File: config.mk
export PLATFORM = sky130hd
export DESIGN_NAME = flex_serializer
export DESIGN_NICKNAME = d
export VERILOG_FILES = /design/src/rtl/flex_serializer_pkg.sv /design/src/rtl/flex_serializer_shreg.sv /design/src/rtl/flex_serializer.sv
export SDC_FILE = /design/constraint.sdc
export NUM_CORES = 1
export LEC_CHECK = 0
export CORE_MARGIN = 3
export CORE_UTILIZATION = 45
export DETAILED_ROUTE_END_ITERATION = 10
export GPL_TIMING_DRIVEN = 0
export PLACE_DENSITY = 0.8
export SKIP_CTS_REPAIR_TIMING = 1
export SLEW_MARGIN = 20
export SYNTH_ARGS = -nofsm -noshare
export SYNTH_HDL_FRONTEND = slang
export SYNTH_SLANG_ARGS = --single-unit
File: constraint.sdc
create_clock -name clk_i -period 3.7 [get_ports clk_i]
set_input_delay 0.74 -clock clk_i [delete_from_list [all_inputs] [get_ports clk_i]]
set_output_delay 0.74 -clock clk_i [all_outputs]
set_load 0.01 [all_outputs]
File: src/rtl/flex_serializer_pkg.sv
// Shared types and helpers for flex_serializer: FSM state encoding, default
// minimum length, and the data_mod_i -> effective length decoder.
package flex_serializer_pkg;

    typedef enum logic [0:0] {IDLE, SHIFT} state_t;

    localparam int unsigned MIN_LEN_DEFAULT = 3;

    typedef struct packed {
        logic [31:0] len;
        logic        legal;
    } len_info_t;

    // A mod of 0 selects the full word; short nonzero lengths are flagged illegal.
    function automatic len_info_t len_decode(input int unsigned mod,
                                             input int unsigned data_w,
                                             input int unsigned min_len);
        len_info_t r;
        r.len   = (mod == 0) ? data_w : mod;
        r.legal = (mod == 0) || (mod >= min_len);
        return r;
    endfunction

endpackage

File: src/rtl/flex_serializer_shreg.sv
// Word holding register with per-word bit order and a saturating bit counter.
// Priority: clear over load over advance.
module flex_serializer_shreg #(
    parameter int unsigned DATA_W = 16,
    parameter int unsigned MOD_W  = $clog2(DATA_W)
) (
    input  logic              clk_i,
    input  logic              rst_i,
    input  logic              load_i,
    input  logic              advance_i,
    input  logic              clear_i,
    input  logic [DATA_W-1:0] data_i,
    input  logic [MOD_W:0]    len_i,
    input  logic              msb_first_i,
    output logic              bit_o,
    output logic              last_o
);

    localparam logic [MOD_W-1:0] TopIdx = MOD_W'(DATA_W - 1);

    logic [DATA_W-1:0] data_q, data_d;
    logic [MOD_W:0]    len_q, len_d;
    logic [MOD_W:0]    cnt_q, cnt_d;
    logic              msb_q, msb_d;
    logic [MOD_W-1:0]  idx;

    always_comb begin
        data_d = data_q;
        len_d  = len_q;
        cnt_d  = cnt_q;
        msb_d  = msb_q;
        if (clear_i) begin
            data_d = '0;
            len_d  = '0;
            cnt_d  = '0;
            msb_d  = 1'b0;
        end else if (load_i) begin
            data_d = data_i;
            len_d  = len_i;
            cnt_d  = '0;
            msb_d  = msb_first_i;
        end else if (advance_i && !last_o) begin
            cnt_d = cnt_q + 1'b1;
        end
    end

    always_ff @(posedge clk_i or posedge rst_i) begin
        if (rst_i) begin
            data_q <= '0;
            len_q  <= '0;
            cnt_q  <= '0;
            msb_q  <= 1'b0;
        end else begin
            data_q <= data_d;
            len_q  <= len_d;
            cnt_q  <= cnt_d;
            msb_q  <= msb_d;
        end
    end

    // Count never exceeds len-1 < DATA_W, so its low MOD_W bits address the word.
    assign idx    = msb_q ? (TopIdx - cnt_q[MOD_W-1:0]) : cnt_q[MOD_W-1:0];
    assign bit_o  = data_q[idx];
    assign last_o = (cnt_q == (len_q - 1'b1));

endmodule

File: src/rtl/flex_serializer.sv
// Parallel-to-serial converter with programmable length, per-word bit order,
// backpressure and flush. FLEX_SERIALIZER_PRELOAD_EN adds a one-word pending buffer.
module flex_serializer
    import flex_serializer_pkg::*;
#(
    parameter int unsigned DATA_W  = 16,
    parameter int unsigned MOD_W   = $clog2(DATA_W),
    parameter int unsigned MIN_LEN = MIN_LEN_DEFAULT
) (
    input  logic              clk_i,
    input  logic              rst_i,
    input  logic              flush_i,
    input  logic [DATA_W-1:0] data_i,
    input  logic [MOD_W-1:0]  data_mod_i,
    input  logic              data_msb_first_i,
    input  logic              data_val_i,
    output logic              data_rdy_o,
    output logic              ser_data_o,
    output logic              ser_data_val_o,
    output logic              ser_last_o,
    input  logic              ser_ready_i,
    output logic              busy_o
);

    localparam int unsigned CW = MOD_W + 1;

    state_t            state_q, state_d;
    logic              rdy_q, rdy_d;
    len_info_t         in_info;
    logic [CW-1:0]     in_len;
    logic              accept, xfer, last_xfer;
    logic              load, clear;
    logic [DATA_W-1:0] load_data;
    logic [CW-1:0]     load_len;
    logic              load_msb;
    logic              sh_bit, sh_last;

    always_comb in_info = len_decode(32'(data_mod_i), DATA_W, MIN_LEN);
    assign in_len    = CW'(in_info.len);
    assign accept    = data_val_i && rdy_q && !flush_i;
    assign xfer      = (state_q == SHIFT) && ser_ready_i;
    assign last_xfer = xfer && sh_last;

`ifdef FLEX_SERIALIZER_PRELOAD_EN
    logic              pend_full_q, pend_full_d;
    logic [DATA_W-1:0] pend_data_q, pend_data_d;
    logic [CW-1:0]     pend_len_q, pend_len_d;
    logic              pend_msb_q, pend_msb_d;

    always_comb begin
        state_d     = state_q;
        load        = 1'b0;
        clear       = 1'b0;
        load_data   = data_i;
        load_len    = in_len;
        load_msb    = data_msb_first_i;
        pend_full_d = pend_full_q;
        pend_data_d = pend_data_q;
        pend_len_d  = pend_len_q;
        pend_msb_d  = pend_msb_q;
        if (flush_i) begin
            state_d     = IDLE;
            clear       = 1'b1;
            pend_full_d = 1'b0;
        end else begin
            unique case (state_q)
                IDLE: begin
                    if (accept && in_info.legal) begin
                        load    = 1'b1;
                        state_d = SHIFT;
                    end
                end
                SHIFT: begin
                    if (last_xfer) begin
                        // Chain the next word straight in so no bubble appears.
                        if (pend_full_q) begin
                            load        = 1'b1;
                            load_data   = pend_data_q;
                            load_len    = pend_len_q;
                            load_msb    = pend_msb_q;
                            pend_full_d = 1'b0;
                        end else if (accept && in_info.legal) begin
                            load = 1'b1;
                        end else begin
                            state_d = IDLE;
                        end
                    end else if (accept && in_info.legal) begin
                        pend_full_d = 1'b1;
                        pend_data_d = data_i;
                        pend_len_d  = in_len;
                        pend_msb_d  = data_msb_first_i;
                    end
                end
                default: state_d = IDLE;
            endcase
        end
        rdy_d = !pend_full_d;
    end

    always_ff @(posedge clk_i or posedge rst_i) begin
        if (rst_i) begin
            pend_full_q <= 1'b0;
            pend_data_q <= '0;
            pend_len_q  <= '0;
            pend_msb_q  <= 1'b0;
        end else begin
            pend_full_q <= pend_full_d;
            pend_data_q <= pend_data_d;
            pend_len_q  <= pend_len_d;
            pend_msb_q  <= pend_msb_d;
        end
    end
`else
    always_comb begin
        state_d   = state_q;
        load      = 1'b0;
        clear     = 1'b0;
        load_data = data_i;
        load_len  = in_len;
        load_msb  = data_msb_first_i;
        if (flush_i) begin
            state_d = IDLE;
            clear   = 1'b1;
        end else begin
            unique case (state_q)
                IDLE: begin
                    if (accept && in_info.legal) begin
                        load    = 1'b1;
                        state_d = SHIFT;
                    end
                end
                SHIFT: begin
                    if (last_xfer) state_d = IDLE;
                end
                default: state_d = IDLE;
            endcase
        end
        rdy_d = (state_d == IDLE);
    end
`endif

    always_ff @(posedge clk_i or posedge rst_i) begin
        if (rst_i) begin
            state_q <= IDLE;
            rdy_q   <= 1'b0;
        end else begin
            state_q <= state_d;
            rdy_q   <= rdy_d;
        end
    end

    flex_serializer_shreg #(
        .DATA_W (DATA_W),
        .MOD_W  (MOD_W)
    ) u_shreg (
        .clk_i       (clk_i),
        .rst_i       (rst_i),
        .load_i      (load),
        .advance_i   (xfer),
        .clear_i     (clear),
        .data_i      (load_data),
        .len_i       (load_len),
        .msb_first_i (load_msb),
        .bit_o       (sh_bit),
        .last_o      (sh_last)
    );

    assign busy_o         = (state_q == SHIFT);
    assign ser_data_val_o = busy_o;
    assign ser_data_o     = busy_o && sh_bit;
    assign ser_last_o     = busy_o && sh_last;
    assign data_rdy_o     = rdy_q;

endmodule

==> results of run 1 <==
## Yosys cell counts, drive strengths merged (5+ instances only)
cell     n
xnor2    6
nand2    9
nor2b    6
clkbuf   6
nor2    30
or3      6
inv      5
buf      7
a21oi   11
dfrtp   29
mux2i   22
## stage by stage
stage	util (%)	hold slack (ns)	instances
floorplan	-	0.4851	185
CTS	59.02	0.5336	269
detailed placement	56.70	0.5239	262
global placement	56.70	0.5069	262
global route	59.02	0.5751	269
finish	59.02	0.5287	269
## per-layer routing
metal	vias to the layer above	GRT usage, %	routed length (um)
li1	723	-	-
met1	683	23.40	1701
met2	31	31.23	1878
met3	6	4.926	158
met4	0	6.452	56
met5	-	0	0
## worst max-delay path: stages (launching register included)
cell	delay, ns
dfrtp_1	0.40
inv_1	0.09
ha_1	0.18
nor3b_1	0.24
xnor2_1	0.16
nor4_2	0.48
and2_2	0.23
clkdlybuf4s50_1	0.52
## power breakdown
part	internal (mW)	switching, mW
Combinational	0.0911	0.0881
Sequential	0.337	0.0168
Clock	0.147	0.111
Total	0.575	0.216
## logic make-up after synthesis
kind of cell | after synthesis
AOI/OAI and AO/OA | 36
xor gates and xnor gates | 10
adders and majority gates | 2
buffers and inverters | 18
DFF | 29
muxes | 24
and+or+nand+nor | 66
## flip-flops by register name, summed over array words and instances (netlist names)
register,cells
data_rdy_o,1
u_shreg.len_q,5
u_shreg.cnt_q,5
u_shreg.data_q,16
u_shreg.msb_q,1
busy_o,1
## final cells by class
cell class | count | share of cell area (%)
Tap cell | 48 | 2.738
Clock buffer | 7 | 3.936
Sequential cell | 29 | 33.09
Multi-Input combinational cell | 138 | 43.24
Buffer | 13 | 2.909
Timing Repair Buffer | 29 | 13.23
Inverter | 5 | 0.8557
## worst max-delay path by stage
stage | startpoint | endpoint | slack [ns] | cells past startpoint
6_report | u_shreg.len_q[0]$_DFFE_PP0P_ | ser_last_o | 0.37 | 7
5_1_grt | u_shreg.len_q[0]$_DFFE_PP0P_ | ser_last_o | 0.19 | 7
4_1_cts | u_shreg.len_q[0]$_DFFE_PP0P_ | ser_last_o | 0.35 | 7
3_5_place_dp | u_shreg.len_q[0]$_DFFE_PP0P_ | ser_last_o | 0.66 | 7
3_3_place_gp | u_shreg.len_q[0]$_DFFE_PP0P_ | ser_last_o | 0.73 | 7
2_1_floorplan | u_shreg.len_q[0]$_DFFE_PP0P_ | ser_last_o | 1.39 | 6
==> metrics.log, run 1 <==
INFO  metric outcome = complete, no violations
INFO  metric timing.final.ws_setup = 0.3742 ns
INFO  metric worst_r2r_endpoint = busy_o$_DFF_PP0_
INFO  metric grt_setup_unrepaired = no
INFO  metric routabilityCongestion = about 0.8
INFO  metric ys_warn_count = 0
INFO  metric first_global_vias = 1,376
INFO  metric worstPathArrival = 2.59 ns
INFO  metric clk_pin_slew_worst_paths = 0.06 ns
INFO  metric min_from = u_shreg.data_q[2]$_DFFE_PP0P_
INFO  metric grt_max_degree = 30
INFO  metric hold-path-cell-count = 2
INFO  metric reg2regPathDepth = 7
INFO  metric detail_route.iter0.violations = 93
INFO  metric via_count = 1,443
INFO  metric fin_tns_setup = 0 ns
INFO  metric worstSetupEndpointType = output pin
INFO  metric placeableCoreArea = approximately 0.0037 mm2
INFO  metric final_hold_vios = 0
INFO  metric mostFrequentLayoutCell = nor2_1
INFO  metric most-common-layout-cells = nor2_1 (30), dfrtp_1 (29), clkdlybuf4s50_1 (29), mux2i_1 (22), a21oi_1 (11)
INFO  metric synth_compound_area_share = 15.10%
INFO  metric crit_type = reg2out
INFO  metric finClkSkew = 0.003142 ns
INFO  metric synthesis.nets = 213
INFO  metric antenna_cells = 0
INFO  metric design_power_total = 790.9 uW
INFO  metric placement.setup.worst_slack = about 0.66 ns
INFO  metric regToRegSetupSlack = 1.69 ns
INFO  metric netlist_top_cells_area = dfrtp_1 (41%), mux2i_1 (13%), nor2_1 (6.4%), a21oi_1 (3.1%), xnor2_1 (3.0%)
INFO  metric ys_ff_latch = 29
INFO  metric route.detailed.drc = 0
INFO  metric worst_skew_pair.late_latency = 0.28 ns
INFO  metric final_stage_net_count = 249
INFO  metric fmax = 0.3007 GHz
INFO  metric routed_wire_length_per_instance = 14.10 um
INFO  metric die_area = 0.004690 mm2
INFO  metric edff_count_synth = 0
INFO  metric tritoncts = yes
INFO  metric post_synth_mux_area_share = 13.82%
INFO  metric post_route_cells_drive_above_1_share = between 10% and 20%
INFO  metric irDropWorstVdd = between 0.0002 and 0.0003 V
INFO  metric timing_worst_slew_pin_value = between 0.6 and 0.7 ns
INFO  metric post-route-period-util = 89.89%
INFO  metric mean_cell_area_of_the_mapped_netlist = 9.496 um2
INFO  metric per_cell_via_count_in_the_routed_design = 5.364
INFO  metric ios = 31
INFO  metric syn_inst = 185
INFO  metric firstDrtPassIters = 4
INFO  metric maxSlewViolCount = 0
INFO  metric grt_pass1_wl = 6341 um
INFO  metric cts.htree.levels = 2
INFO  metric critical_path.startpoint_type = flop
INFO  metric pwr_density_cell = between 300 and 400 mW/mm2
INFO  metric groute.usage.overall = 18.79%
INFO  metric fillerInstances = between 300 and 400
INFO  metric post_synth_instance_area = between 0.0015 and 0.002 mm2
INFO  metric yosysTopAreaCell = dfrtp_1
INFO  metric drtAntennaViolNets = 0
INFO  metric min_delay_worst_endpoint = u_shreg.data_q[2]$_DFFE_PP0P_
INFO  metric drt-total-wl = 3794 um
INFO  metric yosys.area_share.adder = 1.425%
INFO  metric synthFlopType = dfrtp_1
INFO  metric synth_largest_type_area_fraction = 41.31%
INFO  metric stdcell_area = 0.002193 mm2
INFO  metric p_leak = 0.9521 nW
INFO  metric largest_family_of_logic_cells_by_synthesized_area = simple AND/OR/NAND/NOR gates
INFO  metric cts_made_buffers = 5
INFO  metric period_needed = 3.326 ns
INFO  metric worst-endpoint-required = 2.96 ns
INFO  metric gr-total-overflow = 0
INFO  metric clkSinkCount = 29
INFO  metric synthArstFlopShare = 100.0%
INFO  metric count_of_unique_library_cells_instantiated_by_yosys = 46
INFO  metric post_synth_and_or_nand_nor_area_fraction = 18.66%
INFO  metric timing.max_slew.rel_slack = 59.69%
INFO  metric clk_root_buffer_cell = clkbuf_8
INFO  metric clock_path_buffers = 2
INFO  metric synthesized_area_fraction_occupied_by_xor_and_xnor_cells = 4.986%
INFO  metric worst_r2r_startpoint = u_shreg.len_q[0]$_DFFE_PP0P_
INFO  metric multi_input_comb_area = 948.4 um2
INFO  metric timing.hold.worst.class = reg2reg
INFO  metric placed_area = around 0.0021 mm2
INFO  metric dp.final_hpwl = 2808 um
INFO  metric vertical_extent_of_the_die = 68.48 um
INFO  metric initial_antenna_violation_count = 0
INFO  metric total_setup_violations_reported_at_the_end_of_the_flow = 0
INFO  metric area_growth = 24.86%
INFO  metric port_buffers = 29
INFO  metric core.rowCount = 22
INFO  metric max_cap_viol_count = 0
INFO  metric critical_path_peak_fanout = 6
INFO  metric start_util = a little under half
INFO  metric die_width = 68.48 um
INFO  metric sequential_cell_area = 725.7 um2
INFO  metric sequential_element_share_of_the_synthesized_area = 41.31%
Note: power is estimated with default switching activity, not from simulation.
==> run 2: changes to the inputs <==
==> constraint.sdc (replaced) <==
create_clock -name clk_i -period 3.7 [get_ports clk_i]
set_input_delay 0.37 -clock clk_i [delete_from_list [all_inputs] [get_ports clk_i]]
set_output_delay 0.37 -clock clk_i [all_outputs]
set_load 0.01 [all_outputs]
==> results of run 2 <==
The final DEF is identical to that of run 1. Status: complete, no violations.
Among the figures that moved: setup slack after placement 0.6587 ns -> 1.029 ns; setup slack after layout 0.3742 ns -> 0.7442 ns; hold slack 0.5287 ns -> 0.4381 ns; end point of the worst hold path u_shreg.data_q[2]$_DFFE_PP0P_ -> u_shreg.len_q[2]$_DFFE_PP0P_
==> run 3: changes to the inputs <==
- PLACE_DENSITY: 0.8 -> 0.83
- clock period: 3.7 -> 2.42 ns (I/O delays scaled with it)
==> metrics.log, run 3 (synthesis gave the netlist of run 1 again) <==
INFO  metric clk_pin_slew_worst_paths = around 0.06 ns
INFO  metric irDropWorstVdd = between 0.0002 and 0.0003 V
INFO  metric grt_pass1_wl = 6389 um
INFO  metric internal_power = ~870 uW
INFO  metric design_power_total = 1.227 mW
INFO  metric drt-total-wl = 4103 um
INFO  metric cts.htree.levels = 2
INFO  metric per_cell_via_count_in_the_routed_design = 5.459
INFO  metric grt_max_degree = 30
INFO  metric die_area = between 0.004 and 0.005 mm2
INFO  metric mostFrequentLayoutCell = nor2_1
INFO  metric antenna_cells = 0
INFO  metric worstSetupEndpointType = output pin
INFO  metric fin_worst_hold_slack = 0.3252 ns
INFO  metric min_delay_worst_endpoint = u_shreg.len_q[2]$_DFFE_PP0P_
INFO  metric cts_made_buffers = 5
INFO  metric first_global_vias = 1,401
INFO  metric fin_util = ~62%
INFO  metric route.detailed.drc = 0
INFO  metric dp.final_hpwl = 2829 um
INFO  metric tritoncts = yes
INFO  metric maxSlewViolCount = 0
INFO  metric placed_area = 0.002107 mm2
INFO  metric total_setup_violations_reported_at_the_end_of_the_flow = 0
INFO  metric ios = 31
INFO  metric crit_type = reg2out
INFO  metric worst-endpoint-required = 2.18 ns
INFO  metric final_hold_vios = 0
INFO  metric combinational_fraction_of_design_power = 24.5%
INFO  metric drtAntennaViolNets = 0
INFO  metric critical_path.startpoint_type = flop
INFO  metric timing.final.ws_setup = 0.07774 ns
INFO  metric initial_antenna_violation_count = 0
INFO  metric p_leak = approximately 1.0 nW
INFO  metric multi_input_comb_area = 989.7 um2
INFO  metric power_frac_clock = between 30 and 40%
INFO  metric via_count = 1,523
INFO  metric port_buffers = 29
INFO  metric firstDrtPassIters = 6
INFO  metric clk_root_buffer_cell = clkbuf_8
INFO  metric routed_wire_length_per_instance = 14.71 um
INFO  metric vertical_extent_of_the_die = roughly 68 um
INFO  metric post-route-period-util = a little over nine tenths
INFO  metric core.rowCount = 22
INFO  metric min_from = flush_i
INFO  metric largest-register = u_shreg.data_q
INFO  metric area_growth = 31.27%
INFO  metric final_stage_net_count = 258
INFO  metric period_needed = 2.342 ns
INFO  metric groute.usage.overall = a little under a fifth
INFO  metric pwr_density_cell = 532.3 mW/mm2
INFO  metric sequential_cell_area = 726.9 um2
INFO  metric reg.largest.list = u_shreg.data_q: 16 flops, u_shreg.cnt_q: 5 flops, u_shreg.len_q: 5 flops
INFO  metric max_cap_viol_count = 0
INFO  metric most-common-layout-cells = nor2_1 (30), dfrtp_1 (28), clkdlybuf4s50_1 (27), mux2i_1 (22), buf_4 (13)
INFO  metric largest_reg_flops = 16
INFO  metric placeableCoreArea = 0.003716 mm2
INFO  metric placement.setup.worst_slack = -0.06827 ns
INFO  metric timing_worst_slew_pin_value = 0.6109 ns
INFO  metric stdcell_area = 0.002306 mm2
INFO  metric outcome = complete, no violations
INFO  metric gr-total-overflow = 0
INFO  metric start_util = between 40% and 50%
INFO  metric finClkSkew = 0.004454 ns
INFO  metric reg2regPathDepth = 9
INFO  metric routabilityCongestion = 0.8309
INFO  metric worstPathArrival = 2.10 ns
INFO  metric detail_route.iter0.violations = 101
INFO  metric fillerInstances = 322
INFO  metric worst_r2r_endpoint = u_shreg.cnt_q[4]$_DFFE_PP0P_
INFO  metric clkSinkCount = 29
INFO  metric clock_path_buffers = 2
INFO  metric swShare = ~29%
INFO  metric worst_skew_pair.late_latency = 0.28 ns
INFO  metric critical_path_peak_fanout = 6
INFO  metric worst_r2r_startpoint = u_shreg.len_q[0]$_DFFE_PP0P_
INFO  metric hold-path-cell-count = 2
INFO  metric timing.hold.worst.class = in2reg
INFO  metric fmax = between 0.4 and 0.5 GHz
INFO  metric regToRegSetupSlack = 0.21 ns
INFO  metric power.share.sequential = 44.2%
INFO  metric timing.max_slew.rel_slack = 59.21%
INFO  metric switching_power = approximately 360 uW
INFO  metric post_route_cells_drive_above_1_share = approximately 17%
INFO  metric die_width = between 60 and 70 um
==> run 3: metrics by stage <==
stage | cells | setup TNS (ns)
after floorplan | 185 | 0
after global placement | 262 | -0.04864
after detailed placement | 262 | -0.1070
after CTS | 270 | -0.7373
after global routing | 279 | -0.01056
final | 279 | 0
==> run 3: power by group through the flow <==
| stage | combinational [mW] | clock (mW) | sequential (mW) |
|---|---|---|---|
| after floorplan | 0.185 | 0 | 0.543 |
| after global placement | 0.269 | 0 | 0.548 |
| after detailed placement | 0.275 | 0 | 0.550 |
| after CTS | 0.277 | 0.380 | 0.541 |
| after global routing | 0.331 | 0.413 | 0.547 |
| final | 0.300 | 0.385 | 0.543 |
==> run 3: worst max path at each step <==
| stage | startpoint | endpoint | slack, ns | cells past startpoint |
|---|---|---|---|---|
| 6_report | u_shreg.cnt_q[0]$_DFFE_PP0P_ | ser_data_o | 0.08 | 8 |
| 3_5_place_dp | u_shreg.len_q[0]$_DFFE_PP0P_ | ser_last_o | -0.07 | 7 |
| 3_3_place_gp | u_shreg.len_q[0]$_DFFE_PP0P_ | ser_last_o | -0.04 | 7 |
| 5_1_grt | u_shreg.cnt_q[0]$_DFFE_PP0P_ | ser_data_o | -0.01 | 8 |
| 4_1_cts | u_shreg.len_q[0]$_DFFE_PP0P_ | ser_last_o | -0.40 | 7 |
| 2_1_floorplan | u_shreg.len_q[0]$_DFFE_PP0P_ | ser_last_o | 0.61 | 6 |
==> run 3: layout make-up <==
type | count | area share (%)
buffer | 12 | 2.930
clock buffer | 8 | 3.473
inverter | 5 | 0.8139
multi-input combinational | 138 | 42.92
sequential | 29 | 31.52
tap | 48 | 2.604
timing repair buffer | 39 | 15.74
==> run 3: critical path: stages (launching register included) <==
cell and delay, ns:
dfrtp_1 0.40, buf_6 0.14, buf_4 0.13, or3_1 0.32
nand2_1 0.09, a222oi_1 0.13, o21a_1 0.13, o32ai_1 0.28
buf_2 0.18
==> run 3: per-layer routing <==
metal,vias up,track usage (%),part of all wire [%]
li1,741,-,-
met1,736,22.46,43
met2,39,32.06,51
met3,7,5.911,5.8
met4,0,5.211,1.1
met5,-,0,0
